$ cat config.mk
export PLATFORM = sky130hd
export DESIGN_NAME = fetcher_flat
export DESIGN_NICKNAME = d
export VERILOG_FILES = /design/src/rtl/fetcher_if.sv /design/src/rtl/fetcher.sv /design/src/flat_wrapper.sv
export SDC_FILE = /design/constraint.sdc
export NUM_CORES = 1
export LEC_CHECK = 0
export ABC_AREA = 1
export CAP_MARGIN = 25
export CORE_ASPECT_RATIO = 1.2
export CORE_MARGIN = 5
export CORE_UTILIZATION = 45
export DETAILED_ROUTE_END_ITERATION = 12
export GPL_ROUTABILITY_DRIVEN = 0
export PLACE_DENSITY = 0.76
export SYNTH_ARGS = -nofsm -noshare
export SYNTH_HDL_FRONTEND = slang
export SYNTH_SLANG_ARGS = --single-unit
$ cat constraint.sdc
create_clock -name clk -period 5.38 [get_ports clk]
set_clock_uncertainty 0.15 [all_clocks]
set_input_delay 1.076 -clock clk [delete_from_list [all_inputs] [get_ports clk]]
set_output_delay 1.076 -clock clk [all_outputs]
set_load 0.02 [all_outputs]
$ cat src/rtl/fetcher_if.sv
// fetcher_if: fetcher bus bundle. master = fetcher side, slave = icache/predictor/iq/rob side.
// icache request (fet_icache_req_valid/fet_icache_addr/icache_req_ready),
// icache response (icache_resp_valid/icache_inst), predictor (fet_inst_addr/bp_pred),
// instruction queue (fet_iq_valid/fet_iq_inst/fet_iq_addr/fet_iq_pred_jump/iq_ready),
// ROB redirect (rob_flush/rob_new_pc).
interface fetcher_if #(parameter int XLEN = 32);
  logic fet_icache_req_valid;
  logic [XLEN-1:0] fet_icache_addr;
  logic icache_req_ready;
  logic icache_resp_valid;
  logic [31:0] icache_inst;
  logic [XLEN-1:0] fet_inst_addr;
  logic bp_pred;
  logic fet_iq_valid;
  logic [31:0] fet_iq_inst;
  logic [XLEN-1:0] fet_iq_addr;
  logic fet_iq_pred_jump;
  logic iq_ready;
  logic rob_flush;
  logic [XLEN-1:0] rob_new_pc;
  modport master (
    output fet_icache_req_valid, fet_icache_addr, fet_inst_addr,
    output fet_iq_valid, fet_iq_inst, fet_iq_addr, fet_iq_pred_jump,
    input icache_req_ready, icache_resp_valid, icache_inst, bp_pred, iq_ready, rob_flush, rob_new_pc
  );
  modport slave (
    input fet_icache_req_valid, fet_icache_addr, fet_inst_addr,
    input fet_iq_valid, fet_iq_inst, fet_iq_addr, fet_iq_pred_jump,
    output icache_req_ready, icache_resp_valid, icache_inst, bp_pred, iq_ready, rob_flush, rob_new_pc
  );
endinterface

$ cat src/rtl/fetcher.sv
// fetcher: RV32I fetch stage; owns pc, fetches words from icache, predecodes JAL/branch/JALR, hands off to iq.
// Ports: clk, rst_n (async active-low), bus (fetcher_if.master: icache, predictor, iq and ROB redirect signals).
module fetcher #(
  parameter int XLEN = 32,
  parameter logic [XLEN-1:0] RESET_PC = '0
) (
  input logic clk,
  input logic rst_n,
  fetcher_if.master bus
);
  typedef enum logic [2:0] {REQ, WAIT, HOLD, HALT, DISCARD} state_t;
  state_t state, state_nx;
  logic [XLEN-1:0] pc, npc, tgt, jal_imm, br_imm;
  logic [31:0] inst, iq_inst;
  logic [XLEN-1:0] iq_addr;
  logic iq_pj, jalr_q, flush, resp, req_hs, iq_hs, is_jal, is_br, is_jalr, taken;
  assign inst = bus.icache_inst;
  assign flush = bus.rob_flush;
  assign resp = bus.icache_resp_valid;
  assign is_jal = inst[6:0] == 7'b1101111;
  assign is_br = inst[6:0] == 7'b1100011;
  assign is_jalr = inst[6:0] == 7'b1100111;
  assign jal_imm = {{(XLEN-21){inst[31]}}, inst[31], inst[19:12], inst[20], inst[30:21], 1'b0};
  assign br_imm = {{(XLEN-13){inst[31]}}, inst[31], inst[7], inst[30:25], inst[11:8], 1'b0};
  assign taken = is_jal | (is_br & bus.bp_pred);
  // JALR leaves pc untouched: the ROB supplies the real target via flush.
  assign tgt = is_jal ? pc + jal_imm : taken ? pc + br_imm : is_jalr ? pc : pc + XLEN'(4);
  // State sits at REQ while in reset, so the request is gated off by rst_n itself.
  assign bus.fet_icache_req_valid = rst_n && state == REQ;
  assign bus.fet_icache_addr = {pc[XLEN-1:2], 2'b00};
  assign bus.fet_inst_addr = pc;
  assign bus.fet_iq_valid = state == HOLD;
  assign bus.fet_iq_inst = iq_inst;
  assign bus.fet_iq_addr = iq_addr;
  assign bus.fet_iq_pred_jump = iq_pj;
  assign req_hs = bus.fet_icache_req_valid && bus.icache_req_ready;
  assign iq_hs = state == HOLD && bus.iq_ready && !flush;
  always_comb begin
    state_nx = state;
    case (state)
      REQ: state_nx = req_hs ? (flush ? DISCARD : WAIT) : REQ;
      WAIT: state_nx = flush ? (resp ? REQ : DISCARD) : resp ? HOLD : WAIT;
      HOLD: state_nx = flush ? REQ : bus.iq_ready ? (jalr_q ? HALT : REQ) : HOLD;
      HALT: state_nx = flush ? REQ : HALT;
      // A response arriving with a flush still drains the stale request, so leave DISCARD.
      DISCARD: state_nx = resp ? REQ : DISCARD;
      default: state_nx = REQ;
    endcase
  end
  always_ff @(posedge clk or negedge rst_n) begin
    if (!rst_n) begin
      state <= REQ;
      pc <= RESET_PC;
      npc <= '0;
      jalr_q <= 1'b0;
      iq_inst <= '0;
      iq_addr <= '0;
      iq_pj <= 1'b0;
    end else begin
      state <= state_nx;
      pc <= flush ? bus.rob_new_pc : iq_hs ? npc : pc;
      if (state == WAIT && resp && !flush) begin
        npc <= tgt;
        jalr_q <= is_jalr;
        iq_inst <= inst;
        iq_addr <= pc;
        iq_pj <= taken;
      end
    end
  end
endmodule

$ cat src/flat_wrapper.sv
// flat-port wrapper written by rule: the top's interface ports become plain ports
module fetcher_flat 
#(
  parameter int XLEN = 32,
  parameter logic [XLEN-1:0] RESET_PC = '0
)
  (clk, rst_n, bus_fet_icache_req_valid, bus_fet_icache_addr, bus_fet_inst_addr, bus_fet_iq_valid, bus_fet_iq_inst, bus_fet_iq_addr, bus_fet_iq_pred_jump, bus_icache_req_ready, bus_icache_resp_valid, bus_icache_inst, bus_bp_pred, bus_iq_ready, bus_rob_flush, bus_rob_new_pc);
  fetcher_if #(.XLEN(XLEN)) bus_i ();
  input logic clk;
  input logic rst_n;
  output wire logic [$bits(bus_i.fet_icache_req_valid)-1:0] bus_fet_icache_req_valid;
  output wire logic [$bits(bus_i.fet_icache_addr)-1:0] bus_fet_icache_addr;
  output wire logic [$bits(bus_i.fet_inst_addr)-1:0] bus_fet_inst_addr;
  output wire logic [$bits(bus_i.fet_iq_valid)-1:0] bus_fet_iq_valid;
  output wire logic [$bits(bus_i.fet_iq_inst)-1:0] bus_fet_iq_inst;
  output wire logic [$bits(bus_i.fet_iq_addr)-1:0] bus_fet_iq_addr;
  output wire logic [$bits(bus_i.fet_iq_pred_jump)-1:0] bus_fet_iq_pred_jump;
  input wire logic [$bits(bus_i.icache_req_ready)-1:0] bus_icache_req_ready;
  input wire logic [$bits(bus_i.icache_resp_valid)-1:0] bus_icache_resp_valid;
  input wire logic [$bits(bus_i.icache_inst)-1:0] bus_icache_inst;
  input wire logic [$bits(bus_i.bp_pred)-1:0] bus_bp_pred;
  input wire logic [$bits(bus_i.iq_ready)-1:0] bus_iq_ready;
  input wire logic [$bits(bus_i.rob_flush)-1:0] bus_rob_flush;
  input wire logic [$bits(bus_i.rob_new_pc)-1:0] bus_rob_new_pc;
  assign bus_fet_icache_req_valid = bus_i.fet_icache_req_valid;
  assign bus_fet_icache_addr = bus_i.fet_icache_addr;
  assign bus_fet_inst_addr = bus_i.fet_inst_addr;
  assign bus_fet_iq_valid = bus_i.fet_iq_valid;
  assign bus_fet_iq_inst = bus_i.fet_iq_inst;
  assign bus_fet_iq_addr = bus_i.fet_iq_addr;
  assign bus_fet_iq_pred_jump = bus_i.fet_iq_pred_jump;
  assign bus_i.icache_req_ready = bus_icache_req_ready;
  assign bus_i.icache_resp_valid = bus_icache_resp_valid;
  assign bus_i.icache_inst = bus_icache_inst;
  assign bus_i.bp_pred = bus_bp_pred;
  assign bus_i.iq_ready = bus_iq_ready;
  assign bus_i.rob_flush = bus_rob_flush;
  assign bus_i.rob_new_pc = bus_rob_new_pc;
  fetcher #(.XLEN(XLEN), .RESET_PC(RESET_PC)) u_core (.clk(clk), .rst_n(rst_n), .bus(bus_i));
endmodule
Word-level counts from Yosys, hierarchy flattened. Index checks and enable logic that the tools add are counted.

Flip-flop bits (word level): 133. Bits in latches: 0. RAM bits: 0. Bits in read-only memories: 0. Input bits: 71. Output and inout port bits: 131. Word-level logic and storage cells: 43. Memories kept: 0.

$add $sub $neg: 3. Multiply operators: 0. Divide/modulo/power cells: 0. $lt $le $gt $ge: 0. Equal/unequal tests: 7. Shift operators: 0. Mux-type cells: 15. Bitwise operators: 2. Reductions and logical operators: 9.

Operator list (count): 32-bit two-way mux (5); 32-bit adder (2); 32-bit by 3-bit adder with 32-bit output, second input constant (1); 7-bit equality test, second input constant (3); 3-bit two-way mux (6); 3-bit one-hot mux with 5 select lines (1); 3-bit by 2-bit equality test with 1-bit output, second input constant (2); 1-bit logical AND (6); 2-bit two-way mux (3); 3-bit by 1-bit equality test with 1-bit output, second input constant (1); 3-bit equality test, second input constant (1); 3-bit logical NOT (1); 2-bit nonzero test (1); 1-bit AND (1); 1-bit logical NOT (1); 1-bit bitwise OR (1).

Logic depth before layout (Yosys ltp).
Depth after elaboration: 5. Depth in mapped cells: 17. Mapped depth without buffers: 17.

Least setup slack after synthesis. No wires, ideal clock.

Path kind: input port to flip-flop. Start: input port bus_icache_inst[21]. End: register u_core.npc[21]. Setup time: 0.117 ns. Arrival: 2.530 ns. Required time: 5.113 ns. Setup slack: 2.583 ns. Cell stages on the path: 17. Buffers on the path: 0. Cells stage by stage: ha_1 inv_1 fa_1 inv_1 nand3_1 nand3_1 nand2_1 nand2_2 nand2_1 nand2_2 nand2_1 nand2_1 nand2_1 nand3_1 nand2_1 nor2_1 nor2_1.

Word-level cells in the longest chain between the ends: 2.

RTL lines: start: declaration (RTL line flat_wrapper.sv:20) `input wire logic [$bits(bus_i.icache_inst)-1:0] bus_icache_inst;`; 32-bit adder (RTL line fetcher.sv:27) `assign tgt = is_jal ? pc + jal_imm : taken ? pc + br_imm : is_jalr ? pc : pc + XLEN'(4);`; 32-bit two-way mux (RTL line fetcher.sv:27); end signal: assignment (RTL line fetcher.sv:63) `npc <= tgt;`; end: declaration (RTL line fetcher.sv:13) `logic [XLEN-1:0] pc, npc, tgt, jal_imm, br_imm;`.

No other way between the ends. A chain may end at the register's enable or synchronous reset.

Final worst setup path.
Start: input port bus_icache_inst[31]. End: register u_core.npc[25].

Word-level cells in the longest chain between the ends: 3. Elaborated cells between the ends (all ways): 4. Those cells by class: 2 x add/sub; 2 x mux.

RTL lines (RTL line): 32-bit adder (fetcher.sv:27); 32-bit two-way mux (fetcher.sv:27); 32-bit two-way mux * (fetcher.sv:27).

Mark *: on every way between the ends. The rest lies on a longest branch, timed or not.

==> flow_summary.json <==
{
  "cts_buffer_depth": 2,
  "layout_commonest_cell": "nand2_1",
  "firstDrtPassIters": 7,
  "cts-htree-levels": 4,
  "drcViolationCount": 0,
  "finalHoldViolCount": 0,
  "intPower_mw": 2.787,
  "setup_viol": 0,
  "layout.nets": 1993,
  "layout.area.seq_sq_mm": 0.003303,
  "io_pins": 202,
  "synth_edf_count": 0,
  "vias": 11880,
  "required_ns": 5.56,
  "nFillCells": 2304,
  "maxSlewHeadroom_pct": 35.57,
  "arrival_ns": 4.08,
  "cts_setup_buffers": 0,
  "syn_area_per_cell_sq_um": 6.194,
  "cap_violations": 0,
  "rrSetupSlack_ns": 2.45,
  "synthAdderAreaFrac_pct": 5.515,
  "grt_pass1_vias": 11200,
  "slew_violations": 0,
  "place_hpwl_microns": 29010,
  "status": "complete, no violations",
  "multi_input_area_sq_mm": 0.006071,
  "clock-root-buffer": "clkbuf_16",
  "min_period_ns": 3.897,
  "start_kind": "input port",
  "cts_tree": "built",
  "cts.sinks": 132,
  "wl_per_cell_microns": 17.38,
  "ys.flop_type": "dfrtp_1",
  "post-route-period-util_pct": 72.43,
  "final_cell_mix": "637 x nand2_1, 222 x inv_1, 197 x clkdlybuf4s50_1",
  "antenna_found_initial": 1,
  "comb_power_share_pct": 42.2,
  "final_layout_size_suffix_gt1_share_pct": 4.182,
  "grt-ovfl-total": 0,
  "dieArea_sq_mm": 0.02700,
  "first_iter_violations": 1204,
  "yosys.area_share.simple_pct": 39.06,
  "pwr-share-seq_pct": 32.6,
  "ys_seq_area_share_pct": 30.84,
  "wl_met2_microns": 17230,
  "die_h_microns": 179.0,
  "synth-compound-area-share_pct": 10.62,
  "top_layer_used": "met4",
  "utilization_pct": 56.79,
  "clock_power_share_pct": 25.3,
  "synth_cell_types": 48,
  "grt_setup_unrepaired": "no",
  "end_kind": "register",
  "hold_class": "reg -> reg",
  "ys_warn_count": 0,
  "cts_hold_buf": 0,
  "cts_made_buffers": 17,
  "route.met3.wl_microns": 3727,
  "cts.repair.resized": 0,
  "vias_per_cell": 5.389,
  "switching_power_mw": 2.009,
  "grt_max_degree": 77,
  "swShare_pct": 41.89,
  "synth_xor_xnor_area_share_pct": 1.309,
  "wl_microns": 38310,
  "ir_drop_v": 0.0002238,
  "ant_nets": 0,
  "synth_cells": 1729,
  "std_cell_rows": 61,
  "met1Wirelength_microns": 15480,
  "initial_utilization_pct": 45.85,
  "grt_pass1_wl_microns": 59740,
  "cellPowerDensity_mw_per_mm2": 361.6,
  "final.setup.tns_ns": 0,
  "post_synth_mux_area_share_pct": 0,
  "grt_use_total_pct": 28.43,
  "worst_pin_slew_ns": 0.9635,
  "critPathKind": "in -> reg",
  "path_clk_slew_ns": 0.06,
  "die_w_microns": 150.8,
  "synth_seq_cells": 132,
  "area_delta_synth_final_pct": 23.86,
  "leakage_nw": 6.799,
  "port-buffer-count": 199,
  "insertion_delay_ns": 0.45,
  "crit_fanout": 21,
  "core_area_sq_mm": 0.02335,
  "synthesis.area_sq_mm": 0.01071,
  "synth_top_family_by_area": "simple AND/OR/NAND/NOR gates",
  "async_reset_ff_share_pct": 100.0,
  "max_freq_mhz": 256.6
}
final timing paths:
check | from | endpoint | depth (start not counted)
max in group asynchronous | rst_n | u_core.npc[23] | 3
worst min-delay path | u_core.bus.fet_iq_addr[23] | u_core.bus.fet_iq_addr[23] | 2
worst max register to register | u_core.bus.fet_inst_addr[2] | u_core.npc[15] | 12
worst min register to register | u_core.bus.fet_iq_addr[23] | u_core.bus.fet_iq_addr[23] | 2
min in group asynchronous | rst_n | u_core.npc[12] | 1
worst max-delay path | bus_icache_inst[31] | u_core.npc[25] | 13
flip-flops by register name (all words and copies together), names as in the netlist:
register and count:
u_core.bus.fet_iq_addr 32, u_core.state 3, u_core.bus.fet_iq_inst 32, u_core.bus.fet_inst_addr 32, u_core.npc 31, u_core.jalr_q 1, u_core.bus.fet_iq_pred_jump 1
power by group through the flow:
stage	sequential [mW]	combinational, mW	clock, mW
6_report	1.56	2.02	1.21
5_1_grt	1.60	2.22	1.25
4_1_cts	1.56	2.01	1.21
3_5_place_dp	1.57	2.00	0
3_3_place_gp	1.56	1.97	0
2_1_floorplan	1.75	0.959	0
final cells by class:
class | count | share of cell area (%)
Sequential cell | 132 | 24.90
Multi-Input combinational cell | 1291 | 45.77
Inverter | 226 | 6.405
Clock buffer | 17 | 3.207
Clock inverter | 15 | 1.226
Antenna cell | 1 | 0.01887
Timing Repair Buffer | 208 | 15.50
Tap cell | 315 | 2.971
through the flow:
stage | hold slack (ns) | instance area (sq um) | setup WS [ns] | total power [mW] | cells
2_1_floorplan | 0.2937 | 10710 | 2.583 | 2.711 | 1730
3_3_place_gp | 0.3126 | 12670 | 1.125 | 3.525 | 2172
3_5_place_dp | 0.3145 | 12670 | 1.112 | 3.570 | 2172
4_1_cts | 0.3331 | 13260 | 1.552 | 4.776 | 2204
5_1_grt | 0.3447 | 13260 | 1.314 | 5.067 | 2205
6_report | 0.3300 | 13260 | 1.483 | 4.796 | 2205
critical path, stage by stage:
cell and delay (ns):
clkdlybuf4s50_1 0.91, ha_1 0.65, nand2_1 0.14, nor2_1 0.37
inv_1 0.09, nor2_1 0.17, o21ai_0 0.10, nand3_1 0.16
nand2_1 0.07, nand2_1 0.06, nor2_1 0.07, nor2_1 0.14
nor2_1 0.06
metal layers:
metal / vias up / global-route usage (%)
met5: - / 0
met4: 0 / 13.49
met1: 5389 / 38.01
met2: 639 / 45.11
li1: 5727 / -
met3: 128 / 4.324
cell usage after synthesis, types with 3 or more instances:
master,number,area [sq um]
nor2_4,3,33.78
nand3_1,125,625.6
buf_6,4,45.04
dfrtp_1,132,3303
a21oi_1,82,410.4
or2_2,3,18.77
nor2_2,6,37.54
nand3b_1,4,30.03
ha_1,44,550.5
nor2_1,165,619.3
o21bai_1,3,22.52
xor2_1,13,113.9
o21ai_0,108,540.5
nor3_1,36,180.2
buf_4,35,262.8
xnor2_1,3,26.28
nand2_2,11,68.82
clkbuf_1,12,45.04
nand2_1,637,2391
inv_1,222,833.3
a31oi_1,5,31.28
nand4_1,13,81.33
buf_2,28,140.1
nor3_2,4,40.04
o211ai_1,5,37.54
cell families after synthesis:
| logic type | Yosys count |
|---|---|
| DFF | 132 |
| buffers and inverters | 307 |
| and+or+nand+nor | 1012 |
| other | 1 |
| AOI/OAI and AO/OA | 215 |
| adders and majority gates | 46 |
| xor gates and xnor gates | 16 |
(Power assumes the default switching activity.)
